==> config.mk <==
export PLATFORM = sky130hd
export DESIGN_NAME = sng_lfsr_bank
export DESIGN_NICKNAME = d
export VERILOG_FILES = /design/src/rtl/sng_lfsr_bank.sv
export SDC_FILE = /design/constraint.sdc
export NUM_CORES = 1
export LEC_CHECK = 0
export BUFFER_PORTS_ARGS = -buffer_cell sky130_fd_sc_hd__buf_4
export CAP_MARGIN = 20
export CORE_MARGIN = 2
export CORE_UTILIZATION = 46
export CTS_CLUSTER_DIAMETER = 150
export DETAILED_ROUTE_END_ITERATION = 8
export PLACE_DENSITY = 0.71
export SYNTH_ARGS = -nofsm -noshare
export SYNTH_HDL_FRONTEND = slang
export SYNTH_SLANG_ARGS = --single-unit
export TNS_END_PERCENT = 50
==> constraint.sdc <==
create_clock -name clk -period 2.4 [get_ports clk]
set_input_delay 0.24 -clock clk [delete_from_list [all_inputs] [get_ports clk]]
set_output_delay 0.24 -clock clk [all_outputs]
set_load 0.1 [all_outputs]
==> src/rtl/sng_lfsr_bank.sv <==
// rtl/sng_lfsr_bank.sv - multi-channel stochastic number generator driven by one Fibonacci LFSR
// Each channel emits (LFSR view < probability) per RUN cycle; stream length and ones are counted.
module sng_lfsr_bank #(
   parameter int               WIDTH    = 8,
   parameter int               CHANNELS = 2,
   parameter logic [WIDTH-1:0] POLY     = 8'hB8,
   parameter logic [WIDTH-1:0] SEED     = {{(WIDTH-1){1'b0}}, 1'b1},
   parameter bit               SHARED   = 1'b0
) (
   input  logic                      clk,
   input  logic                      rst,
   input  logic                      start,
   input  logic                      stop,
   input  logic [WIDTH-1:0]          len,
   input  logic [CHANNELS*WIDTH-1:0] prob,
   output logic                      busy,
   output logic                      bits_valid,
   output logic [CHANNELS-1:0]       bits_out,
   output logic                      done,
   output logic [WIDTH-1:0]          stream_len,
   output logic [CHANNELS*WIDTH-1:0] ones_count
);

   typedef enum logic [1:0] {
      S_IDLE = 2'd0,
      S_RUN  = 2'd1,
      S_DONE = 2'd2
   } state_t;

   state_t                    state_q, state_d;
   logic [WIDTH-1:0]          lfsr_q, lfsr_d;
   logic [WIDTH-1:0]          cnt_q, cnt_d;
   logic [WIDTH-1:0]          len_q, len_d;
   logic [CHANNELS*WIDTH-1:0] prob_q, prob_d;
   logic [CHANNELS*WIDTH-1:0] ones_q, ones_d;
   logic [CHANNELS-1:0]       bits_raw;
   logic                      run;

   // Decorrelated channels see the same register rotated left by the channel index.
   for (genvar c = 0; c < CHANNELS; c++) begin : g_ch
      localparam int ROT = SHARED ? 0 : (c % WIDTH);
      logic [WIDTH-1:0] view;
      if (ROT == 0) begin : g_id
         assign view = lfsr_q;
      end else begin : g_rot
         assign view = {lfsr_q[WIDTH-1-ROT:0], lfsr_q[WIDTH-1:WIDTH-ROT]};
      end
      assign bits_raw[c] = (view < prob_q[c*WIDTH +: WIDTH]);
   end

   assign run        = (state_q == S_RUN);
   assign busy       = (state_q != S_IDLE);
   assign bits_valid = run;
   assign done       = (state_q == S_DONE);
   assign bits_out   = run ? bits_raw : '0;
   assign stream_len = cnt_q;
   assign ones_count = ones_q;

   always_comb begin
      state_d = state_q;
      lfsr_d  = lfsr_q;
      cnt_d   = cnt_q;
      len_d   = len_q;
      prob_d  = prob_q;
      ones_d  = ones_q;
      case (state_q)
         S_IDLE: begin
            if (start) begin
               prob_d  = prob;
               len_d   = (len == '0) ? '1 : len;
               lfsr_d  = SEED;
               cnt_d   = '0;
               ones_d  = '0;
               state_d = S_RUN;
            end
         end
         S_RUN: begin
            lfsr_d = {lfsr_q[WIDTH-2:0], ^(lfsr_q & POLY)};
            cnt_d  = cnt_q + WIDTH'(1);
            for (int c = 0; c < CHANNELS; c++) begin
               ones_d[c*WIDTH +: WIDTH] = ones_q[c*WIDTH +: WIDTH] + WIDTH'(bits_raw[c]);
            end
            if ((cnt_q == len_q - WIDTH'(1)) || stop) begin
               state_d = S_DONE;
            end
         end
         S_DONE: begin
            state_d = S_IDLE;
         end
         default: begin
            state_d = S_IDLE;
         end
      endcase
   end

   always_ff @(posedge clk) begin
      if (rst) begin
         state_q <= S_IDLE;
         lfsr_q  <= SEED;
         cnt_q   <= '0;
         len_q   <= '0;
         prob_q  <= '0;
         ones_q  <= '0;
      end else begin
         state_q <= state_d;
         lfsr_q  <= lfsr_d;
         cnt_q   <= cnt_d;
         len_q   <= len_d;
         prob_q  <= prob_d;
         ones_q  <= ones_d;
      end
   end

endmodule

==> metrics.log <==
[metrics] run status: completed
[metrics] final non-filler cell area: 3909 µm²
[metrics] cts bufs inserted: 9
[metrics] post-DP HPWL: 4948 µm
[metrics] Initial Util: 0.4724
[metrics] Slowest cell on crit path: dfxtp_2
[metrics] MaxCap Viol Count: 0
[metrics] number of antenna violations at the first check in global routing: 0
[metrics] global-route wire length before repair: 11790 µm
[metrics] Horiz. Die Dim: 84.29 µm
[metrics] Max-Slew Margin vs Limit: 0.6839
[metrics] share of cells above drive strength 1: 0.3072
[metrics] crit-path max cell delay: 0.32 ns
[metrics] Sw Share: 0.2913
[metrics] vias in the first global route: 2455
[metrics] prevailing post-synth register cell: dfxtp_1
[metrics] Leakage: 1.628 nW
[metrics] Slew Viols, Final: 0
[metrics] number of distinct library cell variants in the gate-level netlist after synthesis: 44
[metrics] required time of the critical path: 2.68 ns
[metrics] number of flip-flops and latches in the synthesized netlist: 58
[metrics] share of synthesized area occupied by flip-flops and latches: 0.3916
[metrics] standard cell core area: 6277 µm²
[metrics] Post-DP Area: 3535 µm²
[metrics] Post-route DRC: 0
[metrics] Worst Hold Class: in2reg
[metrics] portion of total power attributed to combinational logic: 0.201
[metrics] number of cells traversed by the worst register-to-register path: 12
[metrics] total wire length after detailed routing: 7235 µm
[metrics] number of violations reported at the end of detailed-routing iteration 0: 164
[metrics] Cell Area, Synth: 2965 µm²
[metrics] first-pass iteration count of the detailed router: 4
[metrics] detailed-route via count: 2776
[metrics] number of placement rows: 29
[metrics] fill cell total of the finished layout: 557
[metrics] area enclosed by the die boundary: 7105 µm²
[metrics] Int Pwr: 0.001810 W
[metrics] Pwr Density: 653.5 nW/µm²
[metrics] clock share of power: 0.388
[metrics] TritonCTS clock tree: built
[metrics] maximum fanout encountered on the critical timing path: 2
[metrics] ratio of final minimum period to clock period: 0.9731
[metrics] sequential share of power: 0.412
[metrics] switching power total: 0.0007442 W
[metrics] shortest clock period the worst path allows after layout: 2.336 ns
[metrics] maximum number of pins on one net before global-route repair: 28
[metrics] startpoint class of the critical path: flip-flop
[metrics] crit path buf inv count: 1
[metrics] area occupied by registers: 1170 µm²
[metrics] Final setup viols: 0
[metrics] Synthesized Nets: 413
[metrics] number of sinks on the clock net: 58
[metrics] Post-Syn Instances: 365
[metrics] logic depth of the worst path, buffers included: 12
[metrics] clock latency of the later-clocked register in the worst-skew pair: 0.34 ns
[metrics] total power consumption of the routed design: 0.002555 W
[metrics] # H-tree levels: 3
[metrics] Setup Crit Path Kind: reg2reg
[metrics] count of flip-flops with a built-in enable after synthesis: 0
[metrics] clock transition time at the flip-flop clock pins of the worst setup and hold paths: 0.07 ns
[metrics] Cell Chain, Critical Path: inv_1, ha_4, a21o_1, a21oi_2, o21ai_2, a31oi_2, ha_2, ha_4, and4_4, nand3_2, mux2_4, nor2_1
[metrics] via/cell ratio: 5.443
[metrics] share of flip-flops with an asynchronous set or reset: 0
[metrics] growth of design area from synthesis to finish: 31.81%
[metrics] cts-stage hold buffer count: 0
[metrics] most used cell, CP: ha_4
[metrics] PortBufs: 56
[metrics] routed wire length per instance: 14.19 µm
[metrics] die height: 84.29 µm
[metrics] remaining antenna violation count after routing: 0
[metrics] max frequency: 428.2 MHz
[metrics] clock buffer depth: 2
[metrics] GRT Total Usage: 0.2063
[metrics] Synth Area per Inst: 8.124 µm²
[metrics] skew final: 0.009638 ns
[metrics] signal arrival time at the worst endpoint: 2.61 ns
[metrics] boundary pin count: 57
[metrics] pin slew with the least headroom to its limit: 0.4730 ns
[metrics] net count reported at finish: 476
[metrics] gate family responsible for the most delay along the worst path: compound AO/OA/AOI/OAI gates
[metrics] buffer cell driving the clock tree root: clkbuf_8
[metrics] hold violation total from the final report: 0
[metrics] routability congestion estimate from global placement: 0.8047
[metrics] kind of end point of the critical path: flip-flop
[metrics] final worst hold slack: 0.1407 ns
[metrics] GRT Residual Overflow: 0
[metrics] maximum ir drop on the vdd rail: 426.3 µV
[metrics] area of combinational cells with multiple inputs: 1792 µm²
[metrics] Min-Delay Path Depth: 3
[metrics] number of diodes added for antenna fixing: 0
[metrics] warnings from Yosys: 0
==> logic make-up (layout without fill, tap and decap cells) <==
| kind of cell | after synthesis | after routing | share of synthesized area |
|---|---|---|---|
| and+or+nand+nor | 144 | 144 | 0.2304 |
| DFF | 58 | 58 | 0.3916 |
| AOI/OAI and AO/OA | 85 | 85 | 0.1840 |
| muxes | 7 | 7 | 0.02616 |
| adders and majority gates | 20 | 20 | 0.08439 |
| buffers and inverters | 40 | 108 | 0.05105 |
| xor gates and xnor gates | 11 | 11 | 0.03249 |
==> power by group through the flow <==
stage,clock network (W),registers (W),logic (W)
2_1_floorplan,0,0.00110,0.000301
3_3_place_gp,0,0.00107,0.000469
3_5_place_dp,0,0.00107,0.000478
4_1_cts,0.00102,0.00105,0.000496
5_1_grt,0.00106,0.00106,0.000558
6_report,0.000990,0.00105,0.000512
==> what timing repair did <==
action	in CTS	in global routing
setup buffers	0	2
pin swaps	3	15
endpoints found under the setup margin	5	9
gates resized for setup	11	23
==> sequential cells by signal, summed over array words and instances, names as in the netlist <==
name        flops
prob_q         16
state_q         2
stream_len      8
len_q           8
ones_count     16
g_ch.view       8
==> cell type report <==
class / instances / area share
Clock inverter: 5 / 0.01985
Inverter: 20 / 0.01921
Clock buffer: 11 / 0.03617
Multi-Input combinational cell: 267 / 0.4584
Tap cell: 77 / 0.02465
Sequential cell: 58 / 0.2993
Timing Repair Buffer: 72 / 0.1424
==> through the flow <==
stage / util / setup TNS [ns] / worst slack (ns) / instances
CTS: 0.6035 / -0.0003382 / -0.0003382 / 508
detailed placement: 0.5631 / -0.1757 / -0.1082 / 492
floorplan: - / -0.2952 / -0.2952 / 365
global placement: 0.5631 / -0.06656 / -0.06199 / 492
global route: 0.6227 / -0.07192 / -0.04485 / 510
finish: 0.6227 / 0 / 0.06447 / 510
==> Yosys cell counts, types with 2 or more instances <==
library cell  instances  area, µm²
a211oi_1              2      15.01
a21o_1                7      52.55
a21oi_1              44      220.2
a311oi_1              2      17.52
a31oi_1               4      25.02
and3_1                5      31.28
clkbuf_1             18      67.56
dfxtp_1              58       1161
ha_1                 20      250.2
inv_1                20      75.07
mux2_2                6      67.56
nand2_1              59      221.5
nand2b_1              3      18.77
nand3_1              22      110.1
nand3b_1              3      22.52
nand4_1               5      31.28
nor2_1               26      97.59
nor2b_1               2      12.51
nor3_1                6      30.03
nor4b_1               2      17.52
o21a_1                3      22.52
o21ai_0              10      50.05
o221a_2               7      78.83
or3_1                 2      12.51
xnor2_1               7      61.31
xor2_1                4      35.03
==> worst reg2reg max path, cell delays in order (launching register included) <==
cell,delay [ns]
dfxtp_2,0.32
inv_1,0.08
ha_4,0.20
a21o_1,0.19
a21oi_2,0.14
o21ai_2,0.09
a31oi_2,0.20
ha_2,0.24
ha_4,0.14
and4_4,0.23
nand3_2,0.08
mux2_4,0.30
nor2_1,0.07
==> per-layer routing <==
| metal | global-route usage | vias to the layer above | wire length [µm] |
|---|---|---|---|
| li1 | - | 1408 | - |
| met1 | 0.2774 | 1305 | 3377 |
| met2 | 0.3261 | 56 | 3426 |
| met3 | 0.04916 | 7 | 361 |
| met4 | 0.07038 | 0 | 70 |
| met5 | 0 | - | 0 |
==> worst paths after layout <==
path / start / end / slack, ns
setup / recovery: prob_q[12]$_SDFFE_PP0P_ / ones_count[14]$_SDFFE_PP0P_ / 0.06
hold / removal: prob[1] / prob_q[1]$_SDFFE_PP0P_ / 0.14
setup reg to reg: prob_q[12]$_SDFFE_PP0P_ / ones_count[14]$_SDFFE_PP0P_ / 0.06
hold reg to reg: prob_q[13]$_SDFFE_PP0P_ / prob_q[13]$_SDFFE_PP0P_ / 0.46
==> layout by cell type, fill, tap and decap left out, types with 8 or more instances in the layout <==
cell type  count
ha_1          14
o21ai_0        8
nand3_1       20
dfxtp_1       51
inv_1         18
nand2_1       59
nor2_1        26
a21oi_1       40
buf_4         70
clkbuf_8      10
(Power assumes the default switching activity.)
